`src/rtl/pix_pkg.sv`:
```
`default_nettype none
// ============================================================================
// Module      : pix_pkg
// Description : Shared constants, pixel/frame types and width helper for the
//               pixel row packer.
// Revision    : 1.0 - initial release
// ============================================================================
package pix_pkg;

    localparam int FRAME_PIX  = 5;
    localparam int PKG_DWIDTH = 8;
    localparam int PKG_DEST_W = 2;

    typedef logic [PKG_DWIDTH-1:0]           pix_t;
    typedef logic [PKG_DWIDTH*FRAME_PIX-1:0] frame_t;

    typedef struct packed {
        frame_t                data;
        logic [PKG_DEST_W-1:0] dest;
        logic                  last;
    } frame_entry_t;

    // Bits needed to hold values 0..n-1, never less than one.
    function automatic int min_width(input int n);
        return (n <= 2) ? 1 : $clog2(n);
    endfunction

endpackage
`default_nettype wire

```
`src/rtl/pix_frame_fifo.sv`:
```
`default_nettype none
// ============================================================================
// Module      : pix_frame_fifo
// Description : Small synchronous FIFO of frame entries with full/empty flags;
//               a push on a full FIFO is honoured when a pop happens alongside.
// Revision    : 1.0 - initial release
// ============================================================================
module pix_frame_fifo
    import pix_pkg::*;
#(
    parameter int  DEPTH   = 2,
    parameter type ENTRY_T = frame_entry_t
) (
    input  logic   clk,
    input  logic   rst_n,
    input  logic   i_push,
    input  ENTRY_T i_push_data,
    input  logic   i_pop,
    output ENTRY_T o_head,
    output logic   o_full,
    output logic   o_empty
);

    localparam int c_AW = $clog2(DEPTH);

    logic [c_AW:0] r_wr_ptr;
    logic [c_AW:0] r_rd_ptr;
    ENTRY_T        r_mem [DEPTH];

    logic w_do_push;
    logic w_do_pop;

    assign o_empty   = (r_wr_ptr == r_rd_ptr);
    assign o_full    = (r_wr_ptr[c_AW] != r_rd_ptr[c_AW]) &&
                       (r_wr_ptr[c_AW-1:0] == r_rd_ptr[c_AW-1:0]);
    assign w_do_pop  = i_pop && !o_empty;
    assign w_do_push = i_push && (!o_full || w_do_pop);
    assign o_head    = r_mem[r_rd_ptr[c_AW-1:0]];

    always_ff @(posedge clk or negedge rst_n) begin
        if (!rst_n) begin
            r_wr_ptr <= '0;
            r_rd_ptr <= '0;
        end else begin
            if (w_do_push) r_wr_ptr <= r_wr_ptr + 1'b1;
            if (w_do_pop)  r_rd_ptr <= r_rd_ptr + 1'b1;
        end
    end

    always_ff @(posedge clk) begin
        if (w_do_push) r_mem[r_wr_ptr[c_AW-1:0]] <= i_push_data;
    end

endmodule
`default_nettype wire

```
`src/rtl/pix_row_packer.sv`:
```
`default_nettype none
// ============================================================================
// Module      : pix_row_packer
// Description : Packs a serial pixel stream into 5-pixel frames, tags each
//               frame with a round-robin PE index and an end-of-image flag.
//               Optional macro PIX_ROW_PACKER_STATS_EN adds frame/stall stats.
// Revision    : 1.0 - initial release
// ============================================================================
module pix_row_packer
    import pix_pkg::*;
#(
    parameter int DWIDTH       = 8,
    parameter int NUM_PE       = 3,
    parameter int ROWS_PER_IMG = 5,
    parameter int FIFO_DEPTH   = 2
) (
    input  logic                              clk,
    input  logic                              rst_n,
    input  logic [DWIDTH-1:0]                 pix_in_data,
    input  logic                              pix_in_valid,
    output logic                              pix_in_ready,
    output logic [DWIDTH*FRAME_PIX-1:0]       frame_out_data,
    output logic                              frame_out_valid,
    input  logic                              frame_out_ready,
    output logic [min_width(NUM_PE)-1:0]      frame_out_dest,
    output logic                              frame_out_last,
    output logic                              busy
`ifdef PIX_ROW_PACKER_STATS_EN
    ,
    output logic [31:0]                       stat_frames,
    output logic [31:0]                       stat_stall
`endif
);

    localparam int c_FW     = DWIDTH * FRAME_PIX;
    localparam int c_DEST_W = min_width(NUM_PE);
    localparam int c_ROW_W  = min_width(ROWS_PER_IMG);

    localparam logic [2:0]          c_LAST_COL  = 3'(FRAME_PIX - 1);
    localparam logic [c_ROW_W-1:0]  c_LAST_ROW  = c_ROW_W'(ROWS_PER_IMG - 1);
    localparam logic [c_DEST_W-1:0] c_LAST_DEST = c_DEST_W'(NUM_PE - 1);

    typedef struct packed {
        logic [c_FW-1:0]     data;
        logic [c_DEST_W-1:0] dest;
        logic                last;
    } entry_t;

    logic [2:0]             r_col;
    logic [c_ROW_W-1:0]     r_row;
    logic [c_DEST_W-1:0]    r_dest;
    // Only the first four pixels are stored; the fifth joins combinationally.
    logic [c_FW-DWIDTH-1:0] r_frame;

    logic   w_col_last;
    logic   w_accept;
    logic   w_push;
    logic   w_pop;
    logic   w_fifo_full;
    logic   w_fifo_empty;
    logic [1:0] w_slot;
    entry_t w_push_entry;
    entry_t w_head;

    assign w_col_last      = (r_col == c_LAST_COL);
    assign frame_out_valid = !w_fifo_empty;
    assign w_pop           = frame_out_valid && frame_out_ready;
    assign pix_in_ready    = rst_n && !(w_col_last && w_fifo_full && !w_pop);
    assign w_accept        = pix_in_valid && pix_in_ready;
    assign w_push          = w_accept && w_col_last;
    assign w_slot          = 2'd3 - r_col[1:0];

    always_comb begin
        w_push_entry      = '0;
        w_push_entry.data = {r_frame, pix_in_data};
        w_push_entry.dest = r_dest;
        w_push_entry.last = (r_row == c_LAST_ROW);
    end

    always_ff @(posedge clk or negedge rst_n) begin
        if (!rst_n) begin
            r_col   <= '0;
            r_row   <= '0;
            r_dest  <= '0;
            r_frame <= '0;
        end else if (w_accept) begin
            if (w_col_last) begin
                r_col  <= '0;
                r_row  <= (r_row == c_LAST_ROW) ? '0 : r_row + 1'b1;
                r_dest <= (r_dest == c_LAST_DEST) ? '0 : r_dest + 1'b1;
            end else begin
                r_col <= r_col + 1'b1;
                r_frame[32'(w_slot) * DWIDTH +: DWIDTH] <= pix_in_data;
            end
        end
    end

    pix_frame_fifo #(
        .DEPTH   (FIFO_DEPTH),
        .ENTRY_T (entry_t)
    ) u_fifo (
        .clk         (clk),
        .rst_n       (rst_n),
        .i_push      (w_push),
        .i_push_data (w_push_entry),
        .i_pop       (w_pop),
        .o_head      (w_head),
        .o_full      (w_fifo_full),
        .o_empty     (w_fifo_empty)
    );

    // Head is masked so an empty FIFO always presents zeros.
    assign frame_out_data = frame_out_valid ? w_head.data : '0;
    assign frame_out_dest = frame_out_valid ? w_head.dest : '0;
    assign frame_out_last = frame_out_valid ? w_head.last : 1'b0;
    assign busy           = (r_col != 3'd0) || !w_fifo_empty;

`ifdef PIX_ROW_PACKER_STATS_EN
    logic [31:0] r_stat_frames;
    logic [31:0] r_stat_stall;

    always_ff @(posedge clk or negedge rst_n) begin
        if (!rst_n) begin
            r_stat_frames <= '0;
            r_stat_stall  <= '0;
        end else begin
            if (w_pop && (r_stat_frames != '1))
                r_stat_frames <= r_stat_frames + 1'b1;
            if (frame_out_valid && !frame_out_ready && (r_stat_stall != '1))
                r_stat_stall <= r_stat_stall + 1'b1;
        end
    end

    assign stat_frames = r_stat_frames;
    assign stat_stall  = r_stat_stall;
`endif

endmodule
`default_nettype wire

```
`config.mk`:
```
export PLATFORM = sky130hd
export DESIGN_NAME = pix_row_packer
export DESIGN_NICKNAME = d
export VERILOG_FILES = /design/src/rtl/pix_pkg.sv /design/src/rtl/pix_frame_fifo.sv /design/src/rtl/pix_row_packer.sv
export SDC_FILE = /design/constraint.sdc
export NUM_CORES = 1
export LEC_CHECK = 0
export ABC_AREA = 1
export CAP_MARGIN = 20
export CORE_UTILIZATION = 56
export DETAILED_ROUTE_END_ITERATION = 12
export PLACE_DENSITY = 0.81
export SKIP_LAST_GASP = 1
export SLEW_MARGIN = 20
export SYNTH_ARGS = -nofsm -noshare
export SYNTH_HDL_FRONTEND = slang
export SYNTH_SLANG_ARGS = --single-unit
```
`constraint.sdc`:
```
create_clock -name clk -period 8.8 [get_ports clk]
set_clock_uncertainty 0.15 [all_clocks]
set_input_delay 0.88 -clock clk [delete_from_list [all_inputs] [get_ports clk]]
set_output_delay 0.88 -clock clk [all_outputs]
set_load 0.05 [all_outputs]
```
== Word-level counts from Yosys, hierarchy flattened ==
Memories as Yosys holds them, arrays and structs flattened.
Index checks and enable logic that the tools add are counted.
Word-level totals
  register bits: 44
  input port bits: 12
  memories: 1
  RAM bits: 86
Memories
  u_fifo.r_mem: words 2, width 43, read ports 1, clocked after memory_dff 0, write ports 1, line pix_frame_fifo.sv:28  | ENTRY_T r_mem [DEPTH];
Cells by class
  multiplexer cells: 9
  add/sub/neg operators: 7
  equality and inequality tests: 6
  shift operators: 2
  reduce and logical (&&, ||, !) cells: 18
  bitwise operators: 1
Operators with widths (count)
  40-bit two-way mux: 1
  5-bit negator with 34-bit output: 1
  8-bit by 34-bit variable shift with 32-bit output, first input constant: 1
  8-bit by 34-bit variable part select with 32-bit output: 1
  32-bit bitwise mux: 1
  1-bit logical AND: 9
  2-bit by 1-bit adder with 2-bit output, second input constant: 3
  3-bit by 1-bit adder with 3-bit output, second input constant: 2
  3-bit == test, second input constant: 2
  3-bit two-way mux: 2
  1-bit logical NOT: 4
  2-bit two-way mux: 2
  2-bit AND reduction: 2
  1-bit two-way mux: 3
  3-bit nonzero test: 1
  2-bit == test: 1
  2-bit == test, second input constant: 1
  1-bit logical OR: 2
  2-bit subtractor, first input constant: 1
  1-bit == test: 1
  1-bit != test: 1
  1-bit inverter: 1

== Depth between registers and ports, before layout ==
Gate-level depths: netlist (run 1).
  depth after elaboration: 12
  depth in mapped cells: 11
  gate-level depth less buffers: 9

== Hierarchy ==
A second synthesis (run 1) with hierarchy kept.
Second synthesis, totals
  cells, all modules: 585
  area total of the unflattened synthesis: 5803.1 um^2
Modules (own cells, without submodules)
  pix_frame_fifo: sequential area each 2682.6 um^2, instances 1, cells each 262, area each 3377.0 um^2
  pix_row_packer: sequential area each 1001.0 um^2, instances 1, cells each 323, area each 2426.1 um^2

== Worst setup path before layout (run 1) ==
OpenSTA, ideal clock, no wires.
  kind: register to register
  start: register r_col[0]
  end: memory u_fifo.r_mem[0][0] in the netlist's numbering (enable)
  slack: 4.711 ns
  stages on the path, launching flop included: 10
  data required time: 8.207 ns
  buffers on the path: 2
  period minus slack after synthesis: 4.089 ns
  data arrival time: 3.496 ns
  cell sequence: dfrtp_1 > clkbuf_1 > inv_1 > ha_1 > nand2_1 > nor2_2 > nand3_4 > nand4_2 > buf_2 > nor2_1
Between the ends
  longest elaborated chain between the ends: 10
Ends and longest elaborated chain
  from (decl): line pix_row_packer.sv:49  | logic [2:0] r_col;
  from (signal assigned): line pix_row_packer.sv:92  | r_col <= r_col + 1'b1;
  3-bit == test *: line pix_row_packer.sv:65  | assign w_col_last = (r_col == c_LAST_COL);
  1-bit logical AND (2 in series): line pix_row_packer.sv:68  | assign pix_in_ready = rst_n && !(w_col_last && w_fifo_full && !w_pop);
  1-bit logical NOT: line pix_row_packer.sv:68
  1-bit logical AND: line pix_row_packer.sv:68
  1-bit logical AND: line pix_row_packer.sv:69  | assign w_accept = pix_in_valid && pix_in_ready;
  1-bit logical AND *: line pix_row_packer.sv:70  | assign w_push = w_accept && w_col_last;
  1-bit logical AND *: line pix_frame_fifo.sv:37  | assign w_do_push = i_push && (!o_full || w_do_pop);
  1-bit two-way mux *: line pix_frame_fifo.sv:51  | if (w_do_push) r_mem[r_wr_ptr[c_AW-1:0]] <= i_push_data;
  1-bit two-way mux (not written as such) *: line pix_frame_fifo.sv:51
  to (decl): line pix_frame_fifo.sv:28
Mark *: on every way between the ends. The rest lies on a longest branch, timed or not.

== Worst setup path after layout (run 1) ==
  start: register u_fifo.r_rd_ptr[0]
  end: output frame_out_data[26]
Between the ends
  longest elaborated chain between the ends: 2
  elaborated cells on any way between the ends: 3
  classes of those cells: eq/ne: 1; mux: 1; memory: 1
Ends and longest elaborated chain
  from (decl): line pix_frame_fifo.sv:27  | logic [c_AW:0] r_rd_ptr;
  from (signal assigned): line pix_frame_fifo.sv:46  | if (w_do_pop) r_rd_ptr <= r_rd_ptr + 1'b1;
  memory read 2 x 43 bit or 2-bit == test (tied branches)
  40-bit two-way mux *: line pix_row_packer.sv:113  | assign frame_out_data = frame_out_valid ? w_head.data : '0;
  to (decl): line pix_row_packer.sv:22  | output logic [DWIDTH*FRAME_PIX-1:0] frame_out_data,
Marks and branches as above.

==> summary.md, run 1 <==
| Metric | Value |
|---|---|
| Syn avg cell area | 10.5 um^2 |
| Buf+Inv Stages, Crit Path | 4 |
| Worst R2R Setup Slack | ~5300 ps |
| Synth Warn # | 0 |
| Mux share of post-synthesis cell area | 0% |
| Core Rows | 35 |
| Leakage | ~2.8 nW |
| Clock sinks | 130 |
| First-pass GRT wire length | 18,200 um |
| Fin Setup TNS | 0 ps |
| Final Worst Setup Slack | just over 4000 ps |
| Dpl cell area | 6220 um^2 |
| Diode count | 0 |
| Synth Area in Simple Gates | around 18% |
| Filler instances | around 660 |
| Count of input and output buffers | between 50 and 60 |
| RSZ-0062 raised after global routing | false |
| Post-Syn Area | 5560 um^2 |
| Initial antenna violation count | 0 |
| Clk network pwr share | ~23% |
| Clock Latency Late Sink | between 500 and 600 ps |
| Slowest Stage Delay on Critical Path | about 760 ps |
| Register area share after synthesis | 66.3% |
| Vias/cell | about 5.3 |
| First-pass DRT Iterations | 5 |
| Post-DP HPWL | just under 7000 um |
| Layout overhead on the synthesized area | 21.5% |
| Layout cells sized above 1 | between 8 and 9% |
| Worst Setup EP | frame_out_data[26] |
| Post-synthesis xor/xnor area fraction | less than 1% |
| Kind of end point of the critical path | output pin |
| Final ANT Viol Nets | 0 |
| Pre-CTS WS | approximately 4600 ps |
| Reg2reg end | u_fifo.r_mem[1][25]$_DFFE_PP_ |
| IO Pins | slightly below 60 |
| Worst hold-check path type | reg -> reg |
| CP delay by family, top | buffers and inverters |
| Vias in the first global route | ~3,800 |
| Largest net degree at the start of global routing | 50 |
| PD cells | about 410 nW/um^2 |
| Final Core Density | approximately 72% |
| VDD IR max | 0.248 mV |
| Num CTS Buffers | 17 |
| Post-CTS Setup Inserts | 0 |
| H-Tree Depth | 4 |
| Post-Syn Nets | ~550 |
| Switch share | between 40 and 50% |
| Clock Path Buffers | 2 |
| Final setup viols | 0 |
| Final hold vios | 0 |
| Kind of start point of the critical path | flop |
| P_int | 0.00155 W |
| Die Y-Extent | 102 um |
| Fin area | between 6000 and 7000 um^2 |
| Placed insts | 695 |
| DRC | 0 |
| Final #Nets | 604 |
| CP max FO | 46 |
| Clock transition at path regs | roughly 60 ps |
| Core box area | about 9400 um^2 |
| Crit-path most repeated cell | inv_2 |
| Total GRT Usage | 23.6% |
| Total of max-cap violations | 0 |
| Initial Util | between 50% and 60% |
| Compound-Gate Fraction of Synth Area | between 8 and 9% |
| CTS Hold Bufs | 0 |
| Crit share post-route | 54.2% |
| Post-layout min period | between 4000 and 5000 ps |
| Outcome | completed |
| Reg power frac | about a third |
| Register-to-Register Path Depth | 8 |
| Slew HR | around half |
| Worst path depth | 8 |
| Max frequency | roughly 0.21 GHz |
| Routability cong. | roughly 0.84 |
| Comb power frac | a little under half |
| Distinct cells, synth | 24 |
| Via count | approximately 3,800 |
| NetSw | between 0.001 and 0.0015 W |
| CP Launch Point | u_fifo.r_rd_ptr[0]$_DFFE_PN0P_ |
| Cells after Synth | about 530 |
| Die area | approximately 10,000 um^2 |
| Final WL | 11,300 um |
| DR iter-0 viols | 196 |
| Die Width | between 100 and 150 um |
| Area occupied by multi-input gates | approximately 1600 um^2 |
| Grt total ovfl | 0 |
| Synth Area in Adders | 1.58% |
| CTS tree | yes |
| Crit path required time | between 7000 and 8000 ps |
| Largest family of logic cells by synthesized area | simple AND/OR/NAND/NOR gates |
| Worst reg2reg path startpoint | u_fifo.r_rd_ptr[0]$_DFFE_PN0P_ |
| Final Max Slew Viols | 0 |
| Type of the worst setup path | reg -> out |
| Tightest Pin Transition | 752 ps |
| Cell Chain, Critical Path | buf_4 > inv_2 > nand2_1 > nand2_2 > nand3_1 > inv_2 > a21oi_1 > clkdlybuf4s50_1 |
| Routed WL per cell | between 15 and 20 um |
| Root Buffer | clkbuf_8 |
| Slowest CP cell | clkdlybuf4s50_1 |
| Synth Register Bits | 130 |
| Post_cts resized | 0 |
| Crit path DAT | about 3700 ps |
| Register Area | about 3700 um^2 |
| Final std cells w/o fill | between 700 and 800 |
-- synth_stat cells --
| cell | instances | area [um^2] |
|---|---|---|
| nand2_1 | 171 | 642 |
| edfxtp_1 | 86 | 2580 |
| a21oi_1 | 44 | 220 |
| dfrtp_1 | 44 | 1100 |
| inv_1 | 40 | 150 |
| nor2_1 | 30 | 113 |
| nand3_1 | 26 | 130 |
| o21bai_1 | 24 | 180 |
| clkbuf_1 | 13 | 48.8 |
| o21ai_1 | 9 | 45.0 |
| buf_2 | 8 | 40.0 |
| ha_1 | 7 | 87.6 |
| o21ai_0 | 6 | 30.0 |
| xor2_1 | 4 | 35.0 |
| inv_2 | 3 | 11.3 |
| nand4_2 | 3 | 37.5 |
| nand3_4 | 2 | 35.0 |
| nor2_2 | 2 | 12.5 |
| buf_4 | 1 | 7.51 |
| buf_6 | 1 | 11.3 |
| clkinv_1 | 1 | 3.75 |
| nand2_2 | 1 | 6.26 |
| nor2_8 | 1 | 20.0 |
| xnor2_1 | 1 | 8.76 |
-- power groups by stage --
stage | Sequential, W | Combinational (W) | Clock, W
global route | 0.000903 | 0.00137 | 0.000658
global placement | 0.000889 | 0.00125 | 0
floorplan | 0.000867 | 0.000919 | 0
detailed placement | 0.000900 | 0.00127 | 0
CTS | 0.000890 | 0.00128 | 0.000633
finish | 0.000891 | 0.00127 | 0.000627
-- area by class of cell --
| class | instances | share of cell area [%] |
|---|---|---|
| Clock buffer | 17 | 6.13 |
| Inverter | 44 | 2.45 |
| Clock inverter | 14 | 1.72 |
| Multi-Input combinational cell | 331 | 24.0 |
| Tap cell | 129 | 2.39 |
| Timing Repair Buffer | 61 | 8.82 |
| Sequential cell | 130 | 54.5 |
-- worst min path at each step --
stage	startpoint	endpoint	cells past startpoint
finish	r_frame[8]$_DFFE_PN0P_	u_fifo.r_mem[0][19]$_DFFE_PP_	0
global route	r_frame[1]$_DFFE_PN0P_	u_fifo.r_mem[1][12]$_DFFE_PP_	0
CTS	r_frame[8]$_DFFE_PN0P_	u_fifo.r_mem[0][19]$_DFFE_PP_	0
detailed placement	r_frame[8]$_DFFE_PN0P_	u_fifo.r_mem[0][19]$_DFFE_PP_	0
global placement	r_frame[22]$_DFFE_PN0P_	u_fifo.r_mem[0][33]$_DFFE_PP_	0
floorplan	r_frame[0]$_DFFE_PN0P_	u_fifo.r_mem[0][11]$_DFFE_PP_	0
-- kinds of logic after synthesis --
family / after synthesis
AOI/OAI and AO/OA: 83
xor gates and xnor gates: 5
adders and majority gates: 7
buffers and inverters: 67
DFF: 130
and+or+nand+nor: 236
-- worst reg2reg max path, cell delays in order (launching register included) --
cell and delay [ps]:
dfrtp_1 320, buf_4 410, inv_2 450, nand2_1 210, nand2_2 90, nand3_4 110
nand4_2 380, nor2_4 580, buf_4 460
-- cell usage in the layout (no fill, tap or decap) --
cell,count
nand2_1,171
nor2_4,2
clkinv_1,2
nand3_1,26
clkbuf_16,16
xor2_1,4
nand3_4,2
o21bai_1,24
dfrtp_1,44
nor2_8,1
clkbuf_8,1
buf_4,4
clkinv_2,5
inv_6,2
o21ai_1,9
buf_2,1
nor2_2,2
nand4_2,3
bufinv_16,1
inv_1,40
nor2_1,28
clkinvlp_4,3
o21ai_0,6
edfxtp_1,86
a21oi_1,44
inv_2,3
xnor2_1,1
ha_1,7
clkdlybuf4s50_1,56
nand2_2,1
clkinv_4,2
-- state kept, by name, summed over array words and instances (netlist names) --
signal	count
r_frame	32
r_col	3
r_row	3
u_fifo.r_mem	86
u_fifo.r_wr_ptr	2
r_dest	2
u_fifo.r_rd_ptr	2
-- metrics by stage --
step | total power, W | hold WS [ps]
after detailed placement | 0.00217 | 303
after global placement | 0.00214 | 297
final | 0.00279 | 315
after global routing | 0.00293 | 328
after floorplan | 0.00179 | 292
after CTS | 0.00280 | 314
-- routing by layer --
layer | up-vias | share of wire, % | GRT usage (%)
met5 | - | 0 | 0
met4 | 0 | 1.5 | 9.36
met3 | 17 | 4.6 | 4.90
met2 | 111 | 50 | 40.0
met1 | 1835 | 44 | 29.9
li1 | 1865 | - | -
Power figures use the tool's default switching activity.
==> run 2: changes to the inputs <==
--- a/config.mk
+++ b/config.mk
@@ -7,9 +7,9 @@
 export LEC_CHECK = 0
 export ABC_AREA = 1
 export CAP_MARGIN = 20
-export CORE_UTILIZATION = 56
+export CORE_UTILIZATION = 51
 export DETAILED_ROUTE_END_ITERATION = 12
-export PLACE_DENSITY = 0.81
+export PLACE_DENSITY = 0.78
 export SKIP_LAST_GASP = 1
 export SLEW_MARGIN = 20
 export SYNTH_ARGS = -nofsm -noshare
==> constraint.sdc (replaced) <==
create_clock -name clk -period 4.05 [get_ports clk]
set_clock_uncertainty 0.15 [all_clocks]
set_input_delay 0.405 -clock clk [delete_from_list [all_inputs] [get_ports clk]]
set_output_delay 0.405 -clock clk [all_outputs]
set_load 0.05 [all_outputs]
==> run 2 against run 1 <==
Against the previous run:
- sequential share of layout area fell by 4.3 points
- routed wire length rose by 13%
- design area rose by 8.6%
- non-clock buffer count rose by 2
- highest routed layer unchanged
- worst setup slack got worse by 3400 ps
==> summary.md, run 2 (synthesis results as in run 1) <==
| Metric | Value |
|---|---|
| Outcome | completed |
| Vias/cell | about 5.5 |
| Kind of end point of the critical path | output pin |
| Count of input and output buffers | 57 |
| Post_cts resized | 0 |
| VDD IR max | 0.588 mV |
| Tightest Pin Transition | around 790 ps |
| Hold Worst Slack | approximately 260 ps |
| Area occupied by multi-input gates | around 1600 um^2 |
| Leakage | 3.06 nW |
| DR iter-0 viols | 376 |
| Vias in the first global route | about 4,000 |
| Core Rows | 37 |
| Routed WL per cell | about 17 um |
| Filler instances | 690 |
| Total of max-cap violations | 0 |
| H-Tree Depth | 4 |
| CP max FO | 16 |
| DRC | 0 |
| Initial antenna violation count | 0 |
| Num CTS Buffers | 17 |
| Diode count | 0 |
| Type of the worst setup path | reg -> out |
| Max reg flops | 86 |
| Register Area | approximately 3700 um^2 |
| Largest net degree at the start of global routing | 45 |
| Worst hold-check path type | in -> async |
| Slew HR | 47.2% |
| IO Pins | 58 |
| Routability cong. | 0.983 |
| Initial Util | between 50% and 60% |
| PD cells | around 970 nW/um^2 |
| Core box area | 10,500 um^2 |
| Post-CTS Setup Inserts | 0 |
| Via count | 4,051 |
| Crit path DAT | 2840 ps |
| Commonest non-fill, non-tap cell in the layout | nand2_1 |
| Post-layout min period | around 3400 ps |
| Final std cells w/o fill | approximately 740 |
| Final setup viols | 0 |
| Crit path required time | approximately 3500 ps |
| Placed insts | between 700 and 800 |
| Clock Path Buffers | 2 |
| Clock Latency Late Sink | around 530 ps |
| Layout overhead on the synthesized area | 31.9% |
| Final #Nets | approximately 600 |
| Fin Setup TNS | 0 ps |
| Layout cells sized above 1 | 15.8% |
| First-pass DRT Iterations | 7 |
| Die Width | ~110 um |
| Clock transition at path regs | 70 ps |
| Commonest non-fill, non-tap cells in the layout | nand2_1, edfxtp_1, buf_12 |
| CTS tree | yes |
| Grt total ovfl | 0 |
| Crit share post-route | between 80% and 90% |
| Final Max Slew Viols | 0 |
| Clock sinks | 130 |
| RSZ-0062 raised after global routing | false |
| Post-DP HPWL | between 7000 and 8000 um |
| First-pass GRT wire length | 20,300 um |
| Die Y-Extent | 106 um |
| Root Buffer | clkbuf_8 |
| Kind of start point of the critical path | flop |
| Max frequency | 0.294 GHz |
| Total GRT Usage | a little under a quarter |
| Final ANT Viol Nets | 0 |
| Final WL | 12,700 um |
| Die area | between 10,000 and 15,000 um^2 |
| Final hold vios | 0 |
[run 2: area by class of cell]
type / instances / area share (%)
clock buffer: 18 / 5.70
clock inverter: 14 / 2.75
inverter: 44 / 2.25
multi-input combinational: 331 / 22.1
sequential: 130 / 50.2
tap: 136 / 2.32
timing repair buffer: 63 / 14.7
[run 2: metrics by stage]
| step | total power [W] | util [%] | setup slack [ps] | cell area [um^2] |
|---|---|---|---|---|
| floorplan | 0.00388 | - | -39.4 | 5560 |
| detailed placement | 0.00549 | 64.1 | 912 | 6710 |
| global route | 0.00739 | 70.1 | 497 | 7330 |
| CTS | 0.00712 | 70.1 | 655 | 7330 |
| global placement | 0.00540 | 64.1 | 1080 | 6710 |
| finish | 0.00710 | 70.1 | 653 | 7330 |
[run 2: final timing paths]
kind / start / end / slack [ps] / cells past startpoint
max in group asynchronous: rst_n / r_frame[13]$_DFFE_PN0P_ / 2690 / 3
worst max-delay path: r_col[0]$_DFFE_PN0N_ / pix_in_ready / 650 / 8
worst min register to register: r_frame[31]$_DFFE_PN0P_ / u_fifo.r_mem[1][42]$_DFFE_PP_ / 320 / 0
worst min-delay path: rst_n / u_fifo.r_rd_ptr[0]$_DFFE_PN0P_ / 260 / 2
min in group clk: r_frame[31]$_DFFE_PN0P_ / u_fifo.r_mem[1][42]$_DFFE_PP_ / 320 / 0
worst max register to register: r_col[0]$_DFFE_PN0N_ / u_fifo.r_mem[0][27]$_DFFE_PP_ / 870 / 8
[run 2: report_power, final]
part / internal [W] / switching [W] / total (W)
clock network: 0.00101 / 0.000600 / 0.00161
registers: 0.00174 / 0.000223 / 0.00196
logic: 0.00138 / 0.00215 / 0.00353
[run 2: per-layer routing]
metal	part of all wire, %	GRT usage [%]	wire length [um]	vias up
met5	0	0	0	-
met2	51	40.2	6530	185
met1	41	30.3	5230	1971
li1	-	-	-	1868
met4	1.7	8.93	212	0
met3	6.0	5.09	762	27
[run 2: timing repair]
item | 4_1_cts | 5_1_grt
hold buffers | 1 | 0
setup endpoints to repair | 0 | 0
endpoints found under the hold margin | 18 | 0
[run 2: worst max-delay path: stages, from the launching register on]
cell,delay (ps)
dfrtp_1,640
inv_1,130
ha_1,240
nand2_1,190
nor2_2,70
nand3_4,130
nand2_1,70
inv_1,70
clkdlybuf4s50_1,790
